**src/rtl/mem_arb_pkg.sv**
```systemverilog
// rtl/mem_arb_pkg.sv - shared constants and state encodings for the memory arbiter
package mem_arb_pkg;

    localparam int ADDR_W_DEFAULT = 13;
    localparam int MEM_DATA_W     = 32;
    localparam int WB_DATA_W      = 8;

    typedef logic [1:0] arb_state_t;

    localparam arb_state_t ST_IDLE = 2'd0;
    localparam arb_state_t ST_RD_I = 2'd1;
    localparam arb_state_t ST_RD_D = 2'd2;
    localparam arb_state_t ST_WR   = 2'd3;

    localparam logic GRANT_I = 1'b0;
    localparam logic GRANT_D = 1'b1;

endpackage

```
**src/rtl/wb_fifo.sv**
```systemverilog
// rtl/wb_fifo.sv - write-through buffer FIFO with count-based full/empty
module wb_fifo #(
    parameter int WB_DEPTH = 4,
    parameter int WIDTH    = 21
) (
    input  logic             clk,
    input  logic             reset,
    input  logic             push,
    input  logic [WIDTH-1:0] push_data,
    input  logic             pop,
    output logic [WIDTH-1:0] head_data,
    output logic             full,
    output logic             empty
);

    localparam int PTR_W = $clog2(WB_DEPTH);

    logic [WIDTH-1:0] mem [WB_DEPTH];
    logic [PTR_W-1:0] wr_ptr;
    logic [PTR_W-1:0] rd_ptr;
    logic [PTR_W:0]   count;
    logic             do_push;
    logic             do_pop;

    assign full      = (count == WB_DEPTH[PTR_W:0]);
    assign empty     = (count == '0);
    assign head_data = mem[rd_ptr];
    assign do_pop    = pop && !empty;
    // A pop in the same cycle frees the head slot, so a push into a full buffer still fits.
    assign do_push   = push && (!full || do_pop);

    always_ff @(posedge clk) begin
        if (do_push) begin
            mem[wr_ptr] <= push_data;
        end
    end

    always_ff @(posedge clk) begin
        if (reset) begin
            wr_ptr <= '0;
            rd_ptr <= '0;
            count  <= '0;
        end else begin
            if (do_push) begin
                wr_ptr <= wr_ptr + 1'b1;
            end
            if (do_pop) begin
                rd_ptr <= rd_ptr + 1'b1;
            end
            if (do_push && !do_pop) begin
                count <= count + 1'b1;
            end else if (!do_push && do_pop) begin
                count <= count - 1'b1;
            end
        end
    end

endmodule

```
**src/rtl/mem_arbiter.sv**
```systemverilog
// rtl/mem_arbiter.sv - single-port memory arbiter for I/D refills and buffered D writes
module mem_arbiter
    import mem_arb_pkg::*;
#(
    parameter int ADDR_W   = ADDR_W_DEFAULT,
    parameter int WB_DEPTH = 4
) (
    input  logic                  clk,
    input  logic                  reset,
    input  logic                  i_rreq,
    input  logic [ADDR_W-1:0]     i_raddr,
    output logic [MEM_DATA_W-1:0] i_rdata,
    output logic                  i_rvalid,
    input  logic                  d_rreq,
    input  logic [ADDR_W-1:0]     d_raddr,
    output logic [MEM_DATA_W-1:0] d_rdata,
    output logic                  d_rvalid,
    input  logic                  d_wreq,
    input  logic [ADDR_W-1:0]     d_waddr,
    input  logic [WB_DATA_W-1:0]  d_wdata,
    output logic                  wb_full,
    output logic                  wb_empty,
    output logic                  err_overflow,
    output logic                  rreq_to_mem,
    output logic [ADDR_W-1:0]     raddr_to_mem,
    input  logic [MEM_DATA_W-1:0] rdata_from_mem,
    input  logic                  rvalid_from_mem,
    output logic                  wreq_to_mem,
    output logic [ADDR_W-1:0]     waddr_to_mem,
    output logic [WB_DATA_W-1:0]  wdata_to_mem
);

    localparam int WB_W = ADDR_W + WB_DATA_W;

    arb_state_t      state;
    logic            last_grant;
    logic            wb_pop;
    logic [WB_W-1:0] wb_head;
    logic            d_eligible;
    logic            grant_i;
    logic            grant_d;

    assign wb_pop = (state == ST_WR);

    wb_fifo #(
        .WB_DEPTH (WB_DEPTH),
        .WIDTH    (WB_W)
    ) u_wb_fifo (
        .clk       (clk),
        .reset     (reset),
        .push      (d_wreq),
        .push_data ({d_waddr, d_wdata}),
        .pop       (wb_pop),
        .head_data (wb_head),
        .full      (wb_full),
        .empty     (wb_empty)
    );

    always_ff @(posedge clk) begin
        if (reset) begin
            err_overflow <= 1'b0;
        end else if (d_wreq && wb_full && !wb_pop) begin
            err_overflow <= 1'b1;
        end
    end

    // D-reads only compete once the buffer is empty, so they never bypass a pending write.
    assign d_eligible = d_rreq && wb_empty;

    always_comb begin
        grant_i = 1'b0;
        grant_d = 1'b0;
        if (i_rreq && d_eligible) begin
            if (last_grant == GRANT_D) begin
                grant_i = 1'b1;
            end else begin
                grant_d = 1'b1;
            end
        end else if (i_rreq) begin
            grant_i = 1'b1;
        end else if (d_eligible) begin
            grant_d = 1'b1;
        end
    end

    always_ff @(posedge clk) begin
        if (reset) begin
            state        <= ST_IDLE;
            last_grant   <= GRANT_D;
            rreq_to_mem  <= 1'b0;
            raddr_to_mem <= '0;
            wreq_to_mem  <= 1'b0;
            waddr_to_mem <= '0;
            wdata_to_mem <= '0;
        end else begin
            wreq_to_mem <= 1'b0;
            case (state)
                ST_IDLE: begin
                    if (wb_full || (d_rreq && !wb_empty)) begin
                        state <= ST_WR;
                    end else if (grant_i) begin
                        state        <= ST_RD_I;
                        last_grant   <= GRANT_I;
                        rreq_to_mem  <= 1'b1;
                        raddr_to_mem <= i_raddr;
                    end else if (grant_d) begin
                        state        <= ST_RD_D;
                        last_grant   <= GRANT_D;
                        rreq_to_mem  <= 1'b1;
                        raddr_to_mem <= d_raddr;
                    end else if (!wb_empty) begin
                        state <= ST_WR;
                    end
                end
                ST_RD_I, ST_RD_D: begin
                    if (rvalid_from_mem) begin
                        state       <= ST_IDLE;
                        rreq_to_mem <= 1'b0;
                    end
                end
                ST_WR: begin
                    wreq_to_mem                  <= 1'b1;
                    {waddr_to_mem, wdata_to_mem} <= wb_head;
                    state                        <= ST_IDLE;
                end
            endcase
        end
    end

    assign i_rvalid = (state == ST_RD_I) && rvalid_from_mem;
    assign d_rvalid = (state == ST_RD_D) && rvalid_from_mem;
    assign i_rdata  = i_rvalid ? rdata_from_mem : '0;
    assign d_rdata  = d_rvalid ? rdata_from_mem : '0;

endmodule

```
**config.mk**
```make
export PLATFORM = sky130hd
export DESIGN_NAME = mem_arbiter
export DESIGN_NICKNAME = d
export VERILOG_FILES = /design/src/rtl/mem_arb_pkg.sv /design/src/rtl/wb_fifo.sv /design/src/rtl/mem_arbiter.sv
export SDC_FILE = /design/constraint.sdc
export NUM_CORES = 1
export LEC_CHECK = 0
export BUFFER_PORTS_ARGS = -buffer_cell sky130_fd_sc_hd__buf_2
export CORE_MARGIN = 2
export CORE_UTILIZATION = 30
export CTS_CLUSTER_DIAMETER = 200
export CTS_CLUSTER_SIZE = 10
export DETAILED_ROUTE_END_ITERATION = 16
export SLEW_MARGIN = 40
export SYNTH_ARGS = -nofsm -noshare
export SYNTH_HDL_FRONTEND = slang
export SYNTH_SLANG_ARGS = --single-unit
export TNS_END_PERCENT = 20
```
**constraint.sdc**
```tcl
create_clock -name clk -period 5.9 [get_ports clk]
set_clock_uncertainty 0.2 [all_clocks]
set_input_delay 0.885 -clock clk [delete_from_list [all_inputs] [get_ports clk]]
set_output_delay 0.885 -clock clk [all_outputs]
set_load 0.01 [all_outputs]
```
==> impl_metrics.tcl <==
set metrics [dict create \
    cts_sinks 131 \
    nNetsFinal 695 \
    core_um2 18100 \
    cts_root_buffer "clkbuf_16" \
    wl_per_cell_um 18.0 \
    io_pins 190 \
    end_kind "primary output" \
    num_vias 4060 \
    syn_area_um2 5590 \
    start_kind "input pin" \
    cp_max_fo 68 \
    reg2reg_slack_ns 2.98 \
    worst_slew_pin_slew_ns 0.754 \
    reg2reg_depth 8 \
    drt_iter0_markers 148 \
    yosysWarningCount 0 \
    synth_fa_ha_area_share_pct 2.37 \
    ctsResizeCount 0 \
    numPortBuffers 189 \
    internal-power_mw 2.19 \
    ys_seq_area_share_pct 62.0 \
    hp-start "err_overflow" \
    hold_class "register to register" \
    yosysUniqueCellTypes 37 \
    grt.total_usage_pct 15.0 \
    whs_path_depth 2 \
    rsz0062_at_grt "no" \
    clkPwrFrac_pct 36.1 \
    drive_gt1_share_pct 42.7 \
    synthXorXnorAreaFrac_pct 0.783 \
    clk_pin_slew_worst_paths_ns 0.06 \
    synth_top_family_by_area "simple AND/OR/NAND/NOR gates" \
    synthFlopType "edfxtp_1" \
    drcViolationCount 0 \
    synthesis.nets 512 \
    grt_max_degree 69 \
    netlist_instances 417 \
    slew_viol_final 0 \
    final_cells 844 \
    routabilityCongestion 0.924 \
    seqPwrFrac_pct 38.8 \
    cts_tree "yes" \
    synthArstFlopShare_pct 0 \
    grt_pass1_wl_um 22100 \
    hold_viol_final 0 \
    p_sw_uw 964 \
    critical_path_required_ns 4.82 \
    r2r-start "state[0]" \
    setup_tns_ns 0 \
    cts_setup_buffers 0 \
    r2r-end "u_wb_fifo.count[2]" \
    final_cell_mix "buf_2 (189), edfxtp_1 (84), and3_1 (64)" \
    cp.arrival_ns 1.92 \
    antenna_found_initial 4 \
    grt-ovfl-total 0 \
    switching_share_pct 30.5 \
    die_w_um 141 \
    finalCriticalPeriod_ns 3.01 \
    routed_wl_um 15200 \
    hold_path_end "err_overflow" \
    synth-edff-count 84 \
    outcome "complete, no violations" \
    crit_path_max_incr_delay_ns 0.58 \
    relSlewSlack_pct 49.7 \
    power.total_mw 3.16 \
    synthDominantCellAreaShare_pct 45.1 \
    crit_path_cell_trace "buf_2, and3_1, buf_2" \
    htreeDepth 4 \
    setup_slack_ns 2.89 \
    place_hpwl_um 10300 \
    setup_violations 0 \
    yosys.area_share.simple_pct 14.0 \
    die_h_um 141 \
    clk_latency_ns 0.41 \
    initial_core_util_pct 30.8 \
    via_per_inst 4.81 \
    place_inst 810 \
    synth_compound_area_share_pct 4.88 \
    syn_avg_cell_area_um2 13.4 \
    numCtsBuffers 17 \
    clockBufferDepth 2 \
    synthMuxAreaShare_pct 12.6 \
    grt_pass1_vias 4002 \
    final_common_cell "buf_2" \
    synth-seq-cells 131 \
    crit_slowest_cell "buf_2" \
    post-place-ws_ns 2.91 \
    drt_pass1_iterations 4 \
    postCtsHoldBufs 0 \
    cpMostUsedCell "buf_2" \
    ant_nets 0 \
    dieArea_um2 19700 \
    power.leakage_nw 3.31 \
    rows 49 \
    cap_violations 0 \
    power_density_nw_per_um2 427 \
    period_share_pct 51.0 \
    area_delta_synth_final_pct 32.2 \
    path_class "input pin to primary output" \
    yosysTopAreaCell "edfxtp_1" \
    irDropWorstVdd_mv 0.238 \
    pwr-share-comb_pct 25.2 \
    synth_area_leaders "edfxtp_1 (45%), dfxtp_1 (17%), mux4_2 (8.5%)" \
    max_freq_ghz 0.332 \
]
==> power by group through the flow <==
stage / Clock [mW] / Sequential [mW] / Combinational [mW]
5_1_grt: 1.20 / 1.24 / 0.873
6_report: 1.14 / 1.22 / 0.794
3_5_place_dp: 0 / 1.24 / 0.800
4_1_cts: 1.17 / 1.23 / 0.803
3_3_place_gp: 0 / 1.23 / 0.782
2_1_floorplan: 0 / 1.24 / 0.526
==> critical path, delay by kind of cell <==
kind	cells	cell delay (ns)
AND/OR/NAND/NOR	1	0.29
buffers and inverters	2	0.72
==> cells by family (layout without fill, tap and decap cells) <==
| logic type | count (synthesis) | count (layout) |
|---|---|---|
| xor+xnor | 5 | 5 |
| flops | 131 | 131 |
| fa+ha+maj | 10 | 10 |
| mux | 44 | 44 |
| compound gates | 31 | 31 |
| other cells | 0 | 2 |
| simple gates | 153 | 153 |
| buf+inv | 43 | 239 |
==> registers in the layout (all words and copies together) (netlist names), 2 cells and up <==
| register | flops |
|---|---|
| u_wb_fifo.mem | 84 |
| raddr_to_mem | 13 |
| waddr_to_mem | 13 |
| wdata_to_mem | 8 |
| u_wb_fifo.count | 3 |
| state | 2 |
| u_wb_fifo.rd_ptr | 2 |
| u_wb_fifo.wr_ptr | 2 |
==> routing by layer <==
layer	vias up	share of wire [%]	global-route usage, %
met5	-	0	0
met4	0	2.8	6.11
met3	26	7.0	4.79
met2	174	53	27.9
met1	1950	37	15.7
li1	1910	-	-
==> final cells by class <==
cell class / count / area [µm²]
fill: 1724 / 10800
sequential: 131 / 3470
multi-input combinational: 243 / 1950
timing repair buffer: 196 / 998
clock buffer: 17 / 425
tap: 229 / 287
clock inverter: 15 / 214
inverter: 11 / 41.3
antenna: 2 / 5.00
==> cells in the mapped netlist (all sizes together) (9+ instances only) <==
| master | number |
|---|---|
| buf | 15 |
| mux2i | 23 |
| and3 | 64 |
| a311oi | 12 |
| mux4 | 21 |
| ha | 9 |
| clkbuf | 17 |
| nor2 | 42 |
| inv | 11 |
| dfxtp | 47 |
| edfxtp | 84 |
| nand2 | 32 |
==> through the flow <==
step	hold WS, ns	util (%)	area (µm²)
after floorplan	0.274	-	5590
final	0.275	40.7	7390
after detailed placement	0.276	37.1	6740
after global placement	0.268	37.1	6730
after global routing	0.318	40.7	7390
after CTS	0.289	40.7	7380
==> how the worst max path moves through the flow <==
stage	endpoint	slack [ns]	cells past startpoint	start
2_1_floorplan	u_wb_fifo.count[2]	3.27	7	d_wreq
4_1_cts	d_rdata[31]	2.76	4	state[0]
5_1_grt	d_rdata[31]	2.78	3	rvalid_from_mem
3_5_place_dp	d_rdata[31]	2.91	3	rvalid_from_mem
6_report	d_rdata[31]	2.89	3	rvalid_from_mem
3_3_place_gp	u_wb_fifo.count[2]	2.80	8	state[0]
No activity file was read; power rests on OpenSTA's default activity.
